[config.mk]
export PLATFORM = sky130hd
export DESIGN_NAME = fifo_rd_serializer_flat
export DESIGN_NICKNAME = d
export VERILOG_FILES = /design/src/rtl/fifo_rd_serializer_if.sv /design/src/rtl/fifo_rd_serializer.sv /design/src/flat_wrapper.sv
export SDC_FILE = /design/constraint.sdc
export NUM_CORES = 1
export LEC_CHECK = 0
export CAP_MARGIN = 0
export CORE_MARGIN = 2
export CORE_UTILIZATION = 40
export DETAILED_ROUTE_END_ITERATION = 16
export PLACE_DENSITY = 0.8
export SLEW_MARGIN = 20
export SYNTH_ARGS = -nofsm -noshare
export SYNTH_HDL_FRONTEND = slang
export SYNTH_SLANG_ARGS = --single-unit
[constraint.sdc]
create_clock -name clk -period 2.5 [get_ports clk]
set_input_delay 0.75 -clock clk [delete_from_list [all_inputs] [get_ports clk]]
set_output_delay 0.75 -clock clk [all_outputs]
set_load 0.05 [all_outputs]
[src/rtl/fifo_rd_serializer_if.sv]
// Handshake bundle between the FIFO read port, the serializer and the beat consumer.
// The slave modport is the serializer's view; master is the surrounding environment.
`timescale 1ns/1ps
interface fifo_rd_serializer_if #(
  parameter int IN_WIDTH  = 128,
  parameter int OUT_WIDTH = 32,
  parameter int CNT_W     = 16
);
  logic                 i_fifo_empty;
  logic [IN_WIDTH-1:0]  i_fifo_rddata;
  logic                 o_fifo_rden;
  logic                 o_valid;
  logic                 i_ready;
  logic [OUT_WIDTH-1:0] o_data;
  logic                 o_last;
  logic                 i_flush;
  logic                 o_busy;
  logic [CNT_W-1:0]     o_word_cnt;

  modport slave (
    input  i_fifo_empty, i_fifo_rddata, i_ready, i_flush,
    output o_fifo_rden, o_valid, o_data, o_last, o_busy, o_word_cnt
  );

  modport master (
    output i_fifo_empty, i_fifo_rddata, i_ready, i_flush,
    input  o_fifo_rden, o_valid, o_data, o_last, o_busy, o_word_cnt
  );
endinterface

[src/rtl/fifo_rd_serializer.sv]
// Drains a synchronous FIFO one wide word at a time and replays it as
// narrower valid/ready beats, least-significant slice first.
`timescale 1ns/1ps
module fifo_rd_serializer #(
  parameter int IN_WIDTH  = 128,
  parameter int OUT_WIDTH = 32,
  parameter int CNT_W     = 16
) (
  input  logic                 clk,
  input  logic                 rstn,
  fifo_rd_serializer_if.slave  bus
);
  localparam int BEATS  = IN_WIDTH / OUT_WIDTH;
  localparam int BCNT_W = (BEATS > 1) ? $clog2(BEATS) : 1;
  localparam logic [BCNT_W-1:0] LAST_BEAT = BCNT_W'(BEATS - 1);

  typedef enum logic [1:0] {
    IDLE  = 2'd0,
    FETCH = 2'd1,
    SEND  = 2'd2
  } state_t;

  state_t              state_q, state_d;
  logic [BCNT_W-1:0]   beat_cnt_q;
  logic [IN_WIDTH-1:0] word_q;
  logic [CNT_W-1:0]    word_cnt_q;
  logic                rden;
  logic                xfer;
  logic                at_last;

  assign at_last = (beat_cnt_q == LAST_BEAT);
  assign xfer    = (state_q == SEND) && bus.i_ready;

  always_comb begin
    state_d = state_q;
    rden    = 1'b0;
    case (state_q)
      IDLE: begin
        if (!bus.i_fifo_empty && !bus.i_flush) begin
          rden    = 1'b1;
          state_d = FETCH;
        end
      end
      FETCH: state_d = SEND;
      SEND: begin
        // Pop the next word on the last beat so only one bubble separates words.
        if (xfer && at_last) begin
          if (!bus.i_fifo_empty && !bus.i_flush) begin
            rden    = 1'b1;
            state_d = FETCH;
          end else begin
            state_d = IDLE;
          end
        end
      end
      default: state_d = IDLE;
    endcase
    if (bus.i_flush) state_d = IDLE;
  end

  always_ff @(posedge clk or negedge rstn) begin
    if (!rstn) state_q <= IDLE;
    else       state_q <= state_d;
  end

  always_ff @(posedge clk or negedge rstn) begin
    if (!rstn) begin
      beat_cnt_q <= '0;
    end else if (bus.i_flush || state_q == FETCH) begin
      beat_cnt_q <= '0;
    end else if (xfer) begin
      beat_cnt_q <= at_last ? '0 : beat_cnt_q + 1'b1;
    end
  end

  // FIFO read data is valid the cycle after the pop, i.e. during FETCH.
  always_ff @(posedge clk or negedge rstn) begin
    if (!rstn)                 word_q <= '0;
    else if (state_q == FETCH) word_q <= bus.i_fifo_rddata;
  end

  always_ff @(posedge clk or negedge rstn) begin
    if (!rstn)                word_cnt_q <= '0;
    else if (xfer && at_last) word_cnt_q <= word_cnt_q + 1'b1;
  end

  // The rden term is gated so the pop request stays low while reset is held.
  assign bus.o_fifo_rden = rden && rstn;
  assign bus.o_valid     = (state_q == SEND);
  assign bus.o_last      = (state_q == SEND) && at_last;
  assign bus.o_data      = (state_q == SEND) ? word_q[beat_cnt_q*OUT_WIDTH +: OUT_WIDTH]
                                             : '0;
  assign bus.o_busy      = (state_q != IDLE);
  assign bus.o_word_cnt  = word_cnt_q;
endmodule

[src/flat_wrapper.sv]
// flat-port wrapper written by rule: the top's interface ports become plain ports
module fifo_rd_serializer_flat 
#(
  parameter int IN_WIDTH  = 128,
  parameter int OUT_WIDTH = 32,
  parameter int CNT_W     = 16
)
  (clk, rstn, bus_i_fifo_empty, bus_i_fifo_rddata, bus_i_ready, bus_i_flush, bus_o_fifo_rden, bus_o_valid, bus_o_data, bus_o_last, bus_o_busy, bus_o_word_cnt);
  fifo_rd_serializer_if #(.IN_WIDTH(IN_WIDTH), .OUT_WIDTH(OUT_WIDTH), .CNT_W(CNT_W)) bus_i ();
  input  logic clk;
  input  logic rstn;
  input wire logic [$bits(bus_i.i_fifo_empty)-1:0] bus_i_fifo_empty;
  input wire logic [$bits(bus_i.i_fifo_rddata)-1:0] bus_i_fifo_rddata;
  input wire logic [$bits(bus_i.i_ready)-1:0] bus_i_ready;
  input wire logic [$bits(bus_i.i_flush)-1:0] bus_i_flush;
  output wire logic [$bits(bus_i.o_fifo_rden)-1:0] bus_o_fifo_rden;
  output wire logic [$bits(bus_i.o_valid)-1:0] bus_o_valid;
  output wire logic [$bits(bus_i.o_data)-1:0] bus_o_data;
  output wire logic [$bits(bus_i.o_last)-1:0] bus_o_last;
  output wire logic [$bits(bus_i.o_busy)-1:0] bus_o_busy;
  output wire logic [$bits(bus_i.o_word_cnt)-1:0] bus_o_word_cnt;
  assign bus_i.i_fifo_empty = bus_i_fifo_empty;
  assign bus_i.i_fifo_rddata = bus_i_fifo_rddata;
  assign bus_i.i_ready = bus_i_ready;
  assign bus_i.i_flush = bus_i_flush;
  assign bus_o_fifo_rden = bus_i.o_fifo_rden;
  assign bus_o_valid = bus_i.o_valid;
  assign bus_o_data = bus_i.o_data;
  assign bus_o_last = bus_i.o_last;
  assign bus_o_busy = bus_i.o_busy;
  assign bus_o_word_cnt = bus_i.o_word_cnt;
  fifo_rd_serializer #(.IN_WIDTH(IN_WIDTH), .OUT_WIDTH(OUT_WIDTH), .CNT_W(CNT_W)) u_core (.clk(clk), .rstn(rstn), .bus(bus_i));
endmodule
==> results_dict.tcl <==
set metrics [dict create \
    synth_seq_cells 148 \
    synth_edf_count 0 \
    rsz0062_at_grt "yes" \
    dpl_cell_area_sq_um 8990 \
    path_max_fanout 16 \
    fmax_ghz 0.378 \
    fin_ws_ps -148 \
    cts_buffers 17 \
    slew_viol_final 0 \
    cp_top_family "multiplexers" \
    postCtsHoldBufs 0 \
    synth_top_area_cell "dfrtp_1" \
    core_area_sq_um 16500 \
    final_area_sq_um 9840 \
    nFillCells 1274 \
    htree_levels 4 \
    dr.pass1.iters 6 \
    drc_errors 0 \
    synthCells 434 \
    synthDistinctLibCells 32 \
    period_share 1.06 \
    grt_remaining_overflow 0 \
    p_leak_nw 4.10 \
    hp-class "in2async" \
    syn_area_sq_um 6670 \
    die_w_um 133 \
    synth_ff_type "dfrtp_1" \
    initial_core_util 0.405 \
    path_cells "buf_12, mux4_2, and2_4, buf_6" \
    tritoncts "yes" \
    slowest_stage "mux4_2" \
    hpwlAfterDp_mm 10.8 \
    antennaDiodeCount 0 \
    critPathLaunchType "flip-flop" \
    fin_skew_ps 9.73 \
    worst_pin_slew_ps 789 \
    clockBufferDepth 2 \
    die_y_um 133 \
    cts.clk_slew.worst_paths_ps 60 \
    rr_worst_depth 3 \
    setup.worst_path.class "reg2out" \
    ant_nets 0 \
    holdWs_ps 461 \
    fin_nets 763 \
    setup.worst_path.end_class "output pin" \
    ys_seq_area_frac 0.555 \
    synth.area.top_cells "dfrtp_1, mux2_1, mux4_2" \
    drt_iter0_drc 180 \
    clock-sinks 148 \
    vias 4287 \
    worstPathArrival_ps 1900 \
    antenna_found_initial 0 \
    clk-insertion-delay-late_ps 420 \
    grt_first_pass_wirelength_mm 25.4 \
    hold_viol 0 \
    synth_area_per_cell_sq_um 15.4 \
    ys_top_cells_by_count "dfrtp_1, mux2_1, and2_1" \
    drive_above_1_share 0.280 \
    powerDensity_nw_per_um2 732 \
    crit_path_max_incr_delay_ps 530 \
    die_area_sq_um 17700 \
    fin_crit_ps 2650 \
    io_pins 185 \
    seqCellArea_sq_um 3710 \
    cts-root-buf "clkbuf_16" \
    r2r-end "u_core.word_q[106]" \
    multi_input_area_sq_um 2940 \
    worstReg2RegStart "u_core.state_q[1]" \
    viasPerCell 4.98 \
    place.gp.congestion 0.745 \
    routedWlPerCell_um 18.5 \
    first_global_vias 4923 \
    grt.total_usage 0.185 \
    netlist.area_leader.share 0.555 \
    grt_max_degree 149 \
    synth_warnings 0 \
    post-synth-top-count-cell "dfrtp_1" \
    num_rows 47 \
    synth_nets 569 \
    wl_mm 15.9 \
    status "complete, but fails checks" \
    max-cap-violations 0 \
    critPathBufInv 2 \
    async_flop_share 1.00 \
    areaGrowthSynthToFinish_pct 47.4 \
    reg2reg_slack_ps 670 \
    portBuffers 184 \
    crit_required_ps 1750 \
    slew_headroom 0.474 \
    violations "setup timing" \
    vdd_drop_max_v 0.000473 \
    setup_viol 33 \
]
==> logic make-up after synthesis <==
family                     count (synthesis)  synth area share
buffers and inverters                     28            0.0231
AOI/OAI and AO/OA                          6           0.00581
xor gates and xnor gates                  15            0.0197
muxes                                    160             0.324
and+or+nand+nor                           75            0.0686
DFF                                      148             0.555
adders and majority gates                  2           0.00375
==> worst max path at each step <==
stage                         start               to  slack [ps]  cells past startpoint
2_1_floorplan           bus_i_ready  bus_o_fifo_rden          80                      3
3_3_place_gp            bus_i_ready  bus_o_fifo_rden        -350                      5
3_5_place_dp            bus_i_ready  bus_o_fifo_rden        -430                      5
4_1_cts        u_core.beat_cnt_q[0]   bus_o_data[22]        -190                      4
5_1_grt        u_core.beat_cnt_q[0]   bus_o_data[12]        -210                      4
6_report       u_core.beat_cnt_q[0]   bus_o_data[12]        -150                      4
==> power breakdown <==
part	switching, mW	internal, mW
combinational	0.525	0.870
sequential	0.264	2.93
clock	0.969	1.64
total	1.76	5.44
==> per-layer routing <==
layer | wire (um) | vias up | GRT usage | part of all wire
met4 | 243 | 0 | 0.0567 | 0.015
met3 | 835 | 24 | 0.0582 | 0.052
li1 | - | 1950 | - | -
met2 | 8190 | 138 | 0.318 | 0.51
met1 | 6650 | 2175 | 0.225 | 0.42
met5 | 0 | - | 0 | 0
==> layout by cell type, fill, tap and decap left out, types with 2 or more instances in the layout <==
cell and count:
dfrtp_1 145, buf_4 10, nand2_1 11, and2_4 34, buf_12 26, mux2_2 19
buf_6 16, a21oi_1 3, mux2_1 109, nor2_1 6, nand2b_1 2, mux4_2 32
nand3_1 8, clkbuf_8 3, clkinv_2 2, clkinv_4 2, clkbuf_1 3, xor2_1 4
dlygate4sd2_1 4, clkbuf_16 19, clkdlybuf4s50_1 143, xnor2_1 11, and3_1 3, bufinv_16 3
dfrtp_2 3
==> stage by stage <==
step	std cells	TNS [ps]	total power, mW	worst slack [ps]	util
after floorplan	434	0	3.96	77.6	-
after global placement	825	-347	4.45	-347	0.546
after detailed placement	825	-425	4.57	-425	0.546
after CTS	857	-5230	7.25	-186	0.593
after global routing	860	-6240	7.52	-210	0.597
final	860	-4000	7.20	-148	0.597
==> state kept, by name, indices dropped and copies added (netlist names) <==
register and cells:
u_core.beat_cnt_q 2, u_core.bus.o_word_cnt 16, u_core.state_q 2, u_core.word_q 128
==> timing repair <==
action / CTS / global route
endpoints found under the hold margin: 0 / 0
buffers inserted: 1 / 1
pin swaps: 2 / 19
cloned: 0 / 2
endpoints found under the setup margin: 35 / 35
gates resized for setup: 56 / 5
==> cell type report <==
class                      instances  share of cell area
multi-input combinational        258               0.299
tap                              220              0.0280
clock buffer                      23              0.0486
inverter                           1            0.000382
sequential                       148               0.377
clock inverter                     8              0.0127
timing repair buffer             202               0.234
No activity file was read; power rests on OpenSTA's default activity.
